**src/rtl/elastic_rr_arbiter.sv**
```systemverilog
// Round-robin merge of NUM_IN valid/ready channels onto one registered output slot,
// with an optional burst hold of up to MAX_BURST consecutive grants per input.
module elastic_rr_arbiter #(
  parameter int unsigned NUM_IN     = 4,
  parameter int unsigned DATA_WIDTH = 32,
  parameter int unsigned MAX_BURST  = 1
) (
  input  logic                                            clk,
  input  logic                                            rst_n,
  input  logic [NUM_IN-1:0]                               en_mask,
  input  logic [NUM_IN*DATA_WIDTH-1:0]                    din,
  input  logic [NUM_IN-1:0]                               din_v,
  output logic [NUM_IN-1:0]                               din_r,
  output logic [DATA_WIDTH-1:0]                           dout,
  output logic                                            dout_v,
  input  logic                                            dout_r,
  output logic [((NUM_IN > 1) ? $clog2(NUM_IN) : 1)-1:0]  dout_sel
);

  localparam int unsigned SEL_W = (NUM_IN > 1) ? $clog2(NUM_IN) : 1;
  localparam int unsigned CNT_W = $clog2(MAX_BURST + 1);

  logic [NUM_IN-1:0]     elig;
  logic [SEL_W-1:0]      last_q;
  logic [SEL_W-1:0]      grant_idx;
  logic                  grant_v;
  logic                  hold;
  logic                  load;
  logic [CNT_W-1:0]      cnt_q;
  logic [DATA_WIDTH-1:0] grant_data;

  // (base + k) mod NUM_IN, valid for base < NUM_IN and k <= NUM_IN
  function automatic logic [SEL_W-1:0] wrap_add(input logic [SEL_W-1:0] base,
                                                input int unsigned k);
    int unsigned s;
    s = 32'(base) + k;
    if (s >= NUM_IN) s = s - NUM_IN;
    return SEL_W'(s);
  endfunction

  assign load = !dout_v || dout_r;

  // Grant: keep the holder inside its burst, otherwise scan from last+1 with last scanned last
  always_comb begin
    elig      = din_v & en_mask;
    hold      = (cnt_q != '0) && (cnt_q < CNT_W'(MAX_BURST)) && elig[last_q];
    grant_v   = 1'b0;
    grant_idx = last_q;
    if (hold) begin
      grant_v = 1'b1;
    end else begin
      for (int k = NUM_IN; k >= 1; k--) begin
        if (elig[wrap_add(last_q, k)]) begin
          grant_v   = 1'b1;
          grant_idx = wrap_add(last_q, k);
        end
      end
    end
  end

  always_comb begin
    grant_data = '0;
    for (int i = 0; i < NUM_IN; i++) begin
      if (grant_idx == SEL_W'(i)) grant_data = din[i*DATA_WIDTH +: DATA_WIDTH];
    end
  end

  always_comb begin
    din_r = '0;
    if (rst_n && grant_v && load) din_r[grant_idx] = 1'b1;
  end

  always_ff @(posedge clk or negedge rst_n) begin
    if (!rst_n) begin
      dout     <= '0;
      dout_v   <= 1'b0;
      dout_sel <= '0;
      last_q   <= SEL_W'(NUM_IN - 1);
      cnt_q    <= '0;
    end else if (load) begin
      if (grant_v) begin
        dout     <= grant_data;
        dout_sel <= grant_idx;
        dout_v   <= 1'b1;
        last_q   <= grant_idx;
        cnt_q    <= hold ? cnt_q + 1'b1 : CNT_W'(1);
      end else begin
        dout_v <= 1'b0;
        cnt_q  <= '0;
      end
    end
  end

endmodule

```
**config.mk**
```make
export PLATFORM = sky130hd
export DESIGN_NAME = elastic_rr_arbiter
export DESIGN_NICKNAME = d
export VERILOG_FILES = /design/src/rtl/elastic_rr_arbiter.sv
export SDC_FILE = /design/constraint.sdc
export NUM_CORES = 1
export LEC_CHECK = 0
export BUFFER_PORTS_ARGS = -buffer_cell sky130_fd_sc_hd__buf_4
export CORE_ASPECT_RATIO = 1.75
export CORE_MARGIN = 2
export CORE_UTILIZATION = 42
export CTS_CLUSTER_SIZE = 20
export DETAILED_ROUTE_END_ITERATION = 10
export PLACE_DENSITY = 0.79
export SYNTH_ARGS = -nofsm -noshare
export SYNTH_HDL_FRONTEND = slang
export SYNTH_SLANG_ARGS = --single-unit
```
**constraint.sdc**
```tcl
create_clock -name clk -period 2 [get_ports clk]
set_input_delay 0.2 -clock clk [delete_from_list [all_inputs] [get_ports clk]]
set_output_delay 0.2 -clock clk [all_outputs]
set_load 0.005 [all_outputs]
```
# Word-level counts from Yosys, hierarchy flattened
# Cells that the tools add are included.
# op_classes
reduce_logical,9
n_addsub,9
n_lt_le_gt_ge,12
n_bitwise,1
n_mux,38
n_eq_ne,3
# ops
op,n
$mux W32,4
$mux W2,13
$lt A2 B3 Y1 const B,6
$mux W1,14
$bmux W1 S2,5
$ge A3 B3 Y1 const B,3
$sub A2 B1 Y2 const B,4
$add A2 B2 Y3 const B,2
$logic_and A1 B1 Y1,5
$add A2 B3 Y4 const B,1
$and A4 B4 Y4,1
$eq A2 B2 Y1 const B,2
$ge A4 B3 Y1 const B,1
$mux W4,1
$add A2 B1 Y3 const B,1
$demux W1 S2,1
$eq A2 B1 Y1 const B,1
$ge A2 B1 Y1 const B,1
$logic_not A2 Y1,1
$reduce_and A2 Y1,1
$add A1 B1 Y1 const B,1
$logic_not A1 Y1,1
$logic_or A1 B1 Y1,1
$lt A1 B1 Y1 const B,1
# totals
out_inout_bits,39
reg_bits,38
elab_cells,77

# Longest topological paths before layout
# Gate-level depths: netlist of the first run.
# depth
word_depth,17
depth_mapped,8

# Worst setup path after synthesis of the first run
# OpenSTA, ideal clock, no wires.
# synth_timing
path_kind,register -> register
from,register last_q[1]
to,register dout[0]
n_path_buf,3
stages_incl_launch_ff,8
slack_ns,0.252
t_arrival_ns,1.617
t_required_ns,1.868
cell_sequence,dfstp_2 -> buf_6 -> a32o_1 -> a211oi_2 -> buf_4 -> buf_4 -> mux2i_1 -> o221ai_2
# synth_between
elab_chain_cells,16
elab_cells_between_ends,50
# synth_lines
element,line_no,text
"start, declared",24,logic [SEL_W-1:0] last_q;
"start signal, assigned",78,last_q <= SEL_W'(NUM_IN - 1);
"start signal, assigned",85,last_q <= grant_idx;
$add A2 B3 Y4,36,s = 32'(base) + k;
$ge A4 B3 Y1 or $sub A2 B1 Y2 (tied branches),37,if (s >= NUM_IN) s = s - NUM_IN;
$mux W2,37,
$mux W2,49,if (hold) begin
$bmux W1 S2,53,"if (elig[wrap_add(last_q, k)]) begin"
$mux W1 (implied by the code),53,
$mux W2 (4 in series),53,
$mux W2,49,
$logic_not A2 Y1,64,if (grant_idx == SEL_W'(i)) grant_data = din[i*DATA_WIDTH +: DATA_WIDTH];
$mux W32 (4 in series),64,
"end signal, assigned",82,dout <= grant_data;
"end, declared",14,"output logic [DATA_WIDTH-1:0] dout,"
# Several ways; a longest one is shown, not always the timed one. The select of a mux whose other input is x is not followed.
# A chain may end at the register's enable or synchronous reset.

# Final worst setup path of the first run
# layout_timing
from,register last_q[0]
to,register dout[8]
# Same word-level chain as after synthesis.

==> results.cfg, run 1 <==
[yosys]
synth.avg_cell_area_um2 = 11.40
syn-cell-area_um2 = 2519
synth_edf_count = 0
ys_warn_count = 0
synthArstFlopShare_pct = 100.0
synth_ff_type = dfrtp_1
ys_ff_latch = 37
synth_cells = 221
synthDistinctLibCells = 26
synth_seq_area_share_pct = 36.86
syn_nets = 360

[timing]
final_critical_path_setup_slack_ns = -0.006741
drv_slew = 0
max_slew.worst_pin.slew_ns = 0.5005
fin_skew_ns = 0.005768
min_period_ns = 2.007
max-slew-margin-rel_pct = 66.41
fin_crit_sh_pct = 100.3
fmaxAchievable_ghz = 0.4983
final_hold_viol_count = 0
setup_viol = 3
rsz0062_at_grt = true

[worst_setup_path]
rr_endpoint = dout[8]
cp_num_cells = 8
r2r-start = last_q[0]
crit_type = flop to flop
crit_path_end_kind = flop
crit_chain = nand4b_1 > o31ai_1 > a211oi_4 > buf_6 > buf_12 > clkbuf_16 > mux2i_1 > o221ai_2
crit_arrival_ns = 2.17
crit_slowest_cell = dfstp_2
rrSetupSlack_ns = -0.007
slowest_delay_ns = 0.58
cp.required_ns = 2.16
cp-start-kind = flop
r2r_cells = 8
path_max_fanout = 9
crit_buf_inv = 3
cp_top_family = flip-flops

[floorplan]
die_h_um = 106.4
die_w_um = 62.54
io_pins = 178
die-area_um2 = 6657
rows = 37
core_area_um2 = 5833
start_util_pct = 43.18

[place]
preCtsSetupSlack_ns = -0.01148
dp_cells = 467
io_buffers = 177
gp_congestion = 0.8965
hpwl_um = 6660

[clocking]
clock_path_buffers = 2
clock-sinks = 37
clock_latency_ns = 0.29
cts.htree.levels = 2
numCtsBuffers = 5
tritoncts = built
cts.reportedPaths.clkPinSlew_ns = 0.08
root_buffer = clkbuf_8

[cells_and_area]
area_growth_pct = 74.96
drive_gt1_share_pct = 65.20
antenna_cells = 0
final_nets = 546
final_cell_mix = 188 x buf_4, 42 x nand2_1, 38 x mux2i_1
fillers = 423
layout_commonest_cell = buf_4
stdcell_count = 486

[drt]
wl_um = 9210
route.detailed.drc = 0
drt-vias-per-instance = 5.387
vias = 2618
wl_per_cell_um = 18.95
drtPass1Iterations = 4
drtIter0Drc = 140
antenna_left = 0

[worst_hold_path]
whs_path_depth = 3
worstHoldStart = din[9]
holdPathEnd = dout[9]
hold_path_class = input port to flop

[outcome]
violations = setup timing
status = finished with violations

[run]
drv_cap = 0

[global_routing]
antenna_found_initial = 0
grt_overflow = 0
track_usage_pct = 26.37
grt_pass1_vias = 2812
grt_pass1_wl_um = 13710
grt_max_degree = 35

[power]
p_leak_nw = 2.104
p_per_area_nw_per_um2 = 1105
max-vdd-ir-drop_uv = 717.9
through the flow:
step	area, um2	TNS [ns]	hold WS (ns)	util (%)	power (mW)
2_1_floorplan	2519	0	-0.09559	-	2.630
3_3_place_gp	3919	0	0.06252	67.18	3.555
3_5_place_dp	3919	-0.01148	0.06237	67.18	3.608
4_1_cts	4149	-0.005955	0.2228	71.13	4.539
5_1_grt	4407	-2.213	0.2235	75.55	5.133
6_report	4407	-0.01537	0.2252	75.55	4.870
worst max path at each step:
| stage | slack [ns] | start | endpoint |
|---|---|---|---|
| 5_1_grt | -0.11 | last_q[1] | din_r[3] |
| 6_report | -0.007 | last_q[0] | dout[8] |
| 3_3_place_gp | 0.02 | last_q[0] | dout[17] |
| 4_1_cts | -0.003 | last_q[0] | dout[7] |
| 2_1_floorplan | 0.25 | last_q[1] | dout[0] |
| 3_5_place_dp | -0.01 | last_q[0] | dout[13] |
worst reg2reg max path: stages, from the launching register on:
cell and delay [ns]:
dfstp_2 0.58, nand4b_1 0.12, o31ai_1 0.11, a211oi_4 0.25, buf_6 0.20, buf_12 0.12
clkbuf_16 0.17, mux2i_1 0.23, o221ai_2 0.12
sequential cells by signal, indices dropped and copies added, names as in the netlist:
name and cells:
dout_sel 2, dout 32, last_q 2, dout_v 1
Yosys cell counts, drive strengths merged, types with 2 or more instances:
master	count	share of area, %
a32o	2	0.79
a21oi	2	0.40
nor2	5	0.75
dfstp	2	2.1
buf	15	5.4
a211oi	2	1.3
mux2i	64	25
nand2	44	6.8
clkbuf	4	0.60
nor3b	2	0.60
a22o	2	0.70
o221ai	32	18
dfrtp	35	35
nor3	2	0.40
timing repair:
action,in CTS,in global routing
pin swaps,1,0
resized for setup,4,34
endpoints found under the setup margin,6,35
hold buffers,1,0
gates cloned,1,3
hold endpoints to repair,11,0
buffers inserted,5,1
layer usage:
metal / wire (um) / part of all wire, % / global-route usage, % / vias up
li1: - / - / - / 1221
met1: 3095 / 34 / 26.58 / 1251
met2: 5291 / 57 / 49.23 / 120
met3: 428 / 4.6 / 4.974 / 26
met4: 393 / 4.3 / 15.71 / 0
met5: 0 / 0 / 0 / -
power breakdown:
group          internal, mW  total, mW  switching [mW]
combinational          1.60       2.79            1.19
clock                 0.496      0.780           0.284
sequential             1.09       1.30           0.211
cells by family (layout without fill, tap and decap cells):
family | count (synthesis) | count (layout) | share of synthesized area, %
buffers and inverters | 19 | 206 | 5.961
multiplexers | 64 | 64 | 25.43
AO/OA/AOI/OAI | 44 | 44 | 22.21
flip-flops | 37 | 37 | 36.86
AND/OR/NAND/NOR | 57 | 57 | 9.538
layout make-up:
cell class	count	area [um2]	share of cell area (%)
flip-flops and latches	37	928.4	21.07
clock inverters	3	65.06	1.476
repair buffers	198	1623	36.83
multi-input cells	165	1624	36.85
well taps	78	97.59	2.215
clock buffers	5	68.82	1.562
No activity file was read; power rests on OpenSTA's default activity.
==> inputs of run 2 (changes only) <==
Settings changed: MAX_ROUTING_LAYER set to met4.
==> run 2 against run 1 <==
Effect of this change:
- the flow still finishes with violations (setup timing)
- critical path depth shrank 1
- die area unchanged
- clock skew is 0.00060 ns higher
- register-to-register slack worse by 0.11 ns
- via count up 2.3%
- cell count grew 1.0%
- combinational power up 6%
==> results.cfg, run 2 (synthesis results as in run 1) <==
[outcome]
status = finished with violations
violations = setup timing

[clocking]
root_buffer = clkbuf_8
clock_path_buffers = 2
clock-sinks = 37
numCtsBuffers = 5
cts.reportedPaths.clkPinSlew_ns = 0.08
clock_latency_ns = 0.28
tritoncts = built
cts.htree.levels = 2

[global_routing]
busiest_layer = met2
antenna_found_initial = 0
grt_pass1_wl_um = 13350
use_met1_pct = 25.95
grt_util_met3_pct = 4.021
grt_pass1_vias = 2722
grt_overflow = 0
grt_max_degree = 35
track_usage_pct = 26.26
use_met2_pct = 50.69

[drt]
wl_per_cell_um = 19.82
drt-vias-per-instance = 5.452
drtPass1Iterations = 4
route.detailed.drc = 0
antenna_left = 0
wl_um = 9734
drtIter0Drc = 132
vias = 2677

[cells_and_area]
reg.largest.list = dout (32), dout_sel (2), last_q (2)
drive_gt1_share_pct = 67.31
area_growth_pct = 77.79
antenna_cells = 0
final_cell_mix = 192 x buf_4, 42 x nand2_1, 36 x mux2i_1
stdcell_count = 491
top_register = dout
layout_commonest_cell = buf_4
fillers = 427
largest_reg_flops = 32
final_nets = 551

[worst_setup_path]
r2r-start = last_q[0]
cp.required_ns = 2.15
crit_slowest_cell = dfstp_2
crit_type = flop to flop
crit_path_end_kind = flop
slowest_delay_ns = 0.57
cp-start-kind = flop
path_max_fanout = 8
cp-startpoint = last_q[0]
crit_path_frequent_cell = buf_6
crit_chain = nand4b_1 > o31ai_2 > a211oi_4 > buf_6 > buf_6 > mux2i_1 > o221ai_2
crit_arrival_ns = 2.27

[power]
max-vdd-ir-drop_uv = 635.4
p_per_area_nw_per_um2 = 1063
p_leak_nw = 2.120

[floorplan]
core_area_um2 = 5833
die_h_um = 106.4
start_util_pct = 43.18
io_pins = 178
die-area_um2 = 6657
die_w_um = 62.54
rows = 37

[worst_hold_path]
worstHoldStart = din[115]
hold_path_class = input port to flop

[timing]
fin_crit_sh_pct = 106.0
final_hold_viol_count = 0
fin_skew_ns = 0.006371
setup_tns_ns = -1.818
final_critical_path_setup_slack_ns = -0.1192
max_slew.worst_pin.slew_ns = 0.3929
rsz0062_at_grt = true
fmaxAchievable_ghz = 0.4719
max-slew-margin-rel_pct = 73.75
drv_slew = 0
setup_viol = 32
min_period_ns = 2.119

[place]
io_buffers = 177
hpwl_um = 6831
gp_congestion = 0.8323
dp_cells = 468
preCtsSetupSlack_ns = -0.01287

[run]
drv_cap = 0
-- run 2: repair_timing --
item,in CTS,in global routing
cloned,1,4
hold endpoints to repair,11,0
endpoints found under the setup margin,10,34
hold buffers,1,0
pin swaps,1,11
resized for setup,5,51
buffers inserted,3,6
-- run 2: per-stage QoR --
| step | hold slack [ns] | instance area (um2) | power [mW] | utilization, % |
|---|---|---|---|---|
| after floorplan | -0.09559 | 2519 | 2.630 | - |
| after global placement | 0.06278 | 3926 | 3.564 | 67.31 |
| after detailed placement | 0.06350 | 3926 | 3.629 | 67.31 |
| after CTS | 0.2188 | 4093 | 4.271 | 70.16 |
| after global routing | 0.2129 | 4478 | 5.011 | 76.77 |
| final | 0.2151 | 4478 | 4.761 | 76.77 |
-- run 2: per-layer routing --
metal | wire length, um | part of all wire, %
met5 | 0 | 0
met1 | 3259 | 33
met3 | 369 | 3.8
met4 | 335 | 3.4
met2 | 5769 | 59
-- run 2: power breakdown --
part | internal [mW] | leakage [nW] | switching [mW] | total, mW
combinational | 1.67 | 1.63 | 1.28 | 2.96
clock | 0.242 | 0.0450 | 0.267 | 0.509
sequential | 1.09 | 0.448 | 0.209 | 1.30
-- run 2: worst paths after layout --
check                                    to  slack, ns  cells past startpoint
worst max-delay path               dout[28]      -0.12                      7
worst min-delay path               dout[19]       0.22                      3
worst max register to register     dout[28]      -0.12                      7
worst min register to register  dout_sel[1]       0.49                      2
max in group asynchronous         last_q[0]       1.02                      3
min in group asynchronous       dout_sel[0]       0.33                      2
-- run 2: critical path: cells and delay by family, from the launching register on --
kind	cells	cell delay [ns]
buffers and inverters	2	0.41
multiplexers	1	0.29
AND/OR/NAND/NOR	1	0.16
flip-flops	1	0.57
AO/OA/AOI/OAI	3	0.56
-- run 2: area by class of cell --
class / instances / area [um2] / share of cell area [%]
repair buffers: 203 / 1655 / 36.97
well taps: 78 / 97.59 / 2.179
clock inverters: 2 / 10.01 / 0.2235
flip-flops and latches: 37 / 928.4 / 20.73
clock buffers: 6 / 72.57 / 1.621
multi-input cells: 165 / 1714 / 38.28
==> inputs of run 3 (changes only) <==
Settings changed: CORE_UTILIZATION 42 to 40, PLACE_DENSITY 0.79 to 0.75.
==> run 3 against run 2 <==
Effect of this change:
- sequential power about the same
- critical path depth unchanged
- largest power group unchanged
- combinational power up 13%
- sequential share of layout area down 1.4 points
- clock power up 18%
- the run still ends with setup timing left
- via count up 3.4%
==> results.cfg, run 3 (synthesis results as in run 1) <==
[drt]
wl_per_cell_um = 20.47
drtIter0Drc = 171
antenna_left = 0
drtPass1Iterations = 4
wl_um = 10360
route.detailed.drc = 0
drt-vias-per-instance = 5.470
vias = 2768

[global_routing]
grt_pass1_vias = 2763
grt_max_degree = 37
antenna_found_initial = 0
grt_pass1_wl_um = 13790
track_usage_pct = 26.67
grt_overflow = 0

[outcome]
status = finished with violations
violations = setup timing

[floorplan]
die_h_um = 109.0
die_w_um = 63.99
start_util_pct = 41.06
rows = 38
die-area_um2 = 6972
core_area_um2 = 6133
io_pins = 178

[power]
max-vdd-ir-drop_uv = 683.7
p_leak_nw = 2.262
p_per_area_nw_per_um2 = 1094

[cells_and_area]
antenna_cells = 0
top_register = dout
final_cell_mix = 191 x buf_4, 42 x nand2_1, 38 x mux2i_1
multi_input_area_um2 = 1748
final_nets = 564
area_growth_pct = 90.26
final_util_pct = 78.13
drive_gt1_share_pct = 68.54
reg.largest.list = dout (32), dout_sel (2), last_q (2)
layout_commonest_cell = buf_4
fillers = 403
seq_area_um2 = 928.4
largest_reg_flops = 32
stdcell_count = 506

[timing]
final_critical_path_setup_slack_ns = -0.1510
setup_viol = 32
holdWs_ns = 0.2005
fin_skew_ns = 0.007119
final_hold_viol_count = 0
max_slew.worst_pin.slew_ns = 0.7358
min_period_ns = 2.151
max-slew-margin-rel_pct = 50.78
setup_tns_ns = -1.243
fin_crit_sh_pct = 107.6
rsz0062_at_grt = true
fmaxAchievable_ghz = 0.4649
drv_slew = 0

[clocking]
cts.reportedPaths.clkPinSlew_ns = 0.08
numCtsBuffers = 5
clock_latency_ns = 0.29
clock_path_buffers = 2
tritoncts = built
clock-sinks = 37
cts.htree.levels = 2
root_buffer = clkbuf_8

[place]
dp_cells = 471
gp_congestion = 0.9255
hpwl_um = 6705
io_buffers = 177

[worst_hold_path]
worstHoldStart = din[29]
hold_path_class = input port to flop

[worst_setup_path]
cp.required_ns = 1.80
crit_arrival_ns = 1.95
path_max_fanout = 5
cp-startpoint = last_q[0]
r2r-start = last_q[0]
cp-start-kind = flop
crit_type = flop to output pin
crit_path_end_kind = output pin

[run]
drv_cap = 0
run 3: changes by cell type in the layout (fill, tap and decap cells not counted), sizes merged:
| cell | delta |
|---|---|
| clkinv | -1 |
| buf | +8 |
| clkbuf | +5 |
| dlygate4sd3 | +1 |
run 3: per-layer routing:
metal / vias to the layer above / global-route usage, % / wire length, um
met3: 29 / 3.199 / 506
met1: 1353 / 26.72 / 3428
met2: 129 / 51.19 / 6034
li1: 1257 / - / -
met5: - / - / 0
met4: 0 / 10.71 / 390
run 3: final timing paths:
check,to,slack [ns],depth (start not counted)
max,din_r[0],-0.15,7
min,dout[29],0.20,3
max reg2reg,dout[25],-0.13,8
min reg2reg,dout[31],0.49,2
max in group asynchronous,dout[7],0.98,2
min in group asynchronous,dout[16],0.55,2
run 3: per-stage QoR:
step | total power, mW | worst slack, ns | cell area (um2)
after floorplan | 2.630 | 0.2516 | 2519
after global placement | 3.609 | 0.001060 | 3949
final | 5.242 | -0.1510 | 4792
after global routing | 5.485 | -0.2135 | 4792
after detailed placement | 3.667 | -0.02860 | 3949
after CTS | 4.477 | -0.06432 | 4223
run 3: what timing repair did:
action | CTS | global route
hold buffers | 2 | 0
hold endpoints to repair | 15 | 0
setup endpoints to repair | 9 | 36
gates cloned | 1 | 11
resized for setup | 11 | 63
buffers inserted | 10 | 3
pin swaps | 4 | 8
run 3: power breakdown:
group	total, mW	internal, mW	switching [mW]
registers	1.30	1.09	0.212
logic	3.34	1.95	1.39
clock network	0.603	0.312	0.290
total	5.24	3.35	1.89
run 3: layout make-up:
cell class	instances	area share [%]
Clock buffer	7	2.010
Timing Repair Buffer	216	39.95
Multi-Input combinational cell	165	36.48
Tap cell	80	2.089
Clock inverter	1	0.1044
Sequential cell	37	19.37
run 3: worst max-delay path: stages (launching register included):
cell and delay (ns):
dfstp_2 0.56, nand4b_1 0.18, o31ai_4 0.11, a211oi_4 0.22, buf_6 0.16, buf_12 0.11, nor3b_2 0.17, buf_4 0.14
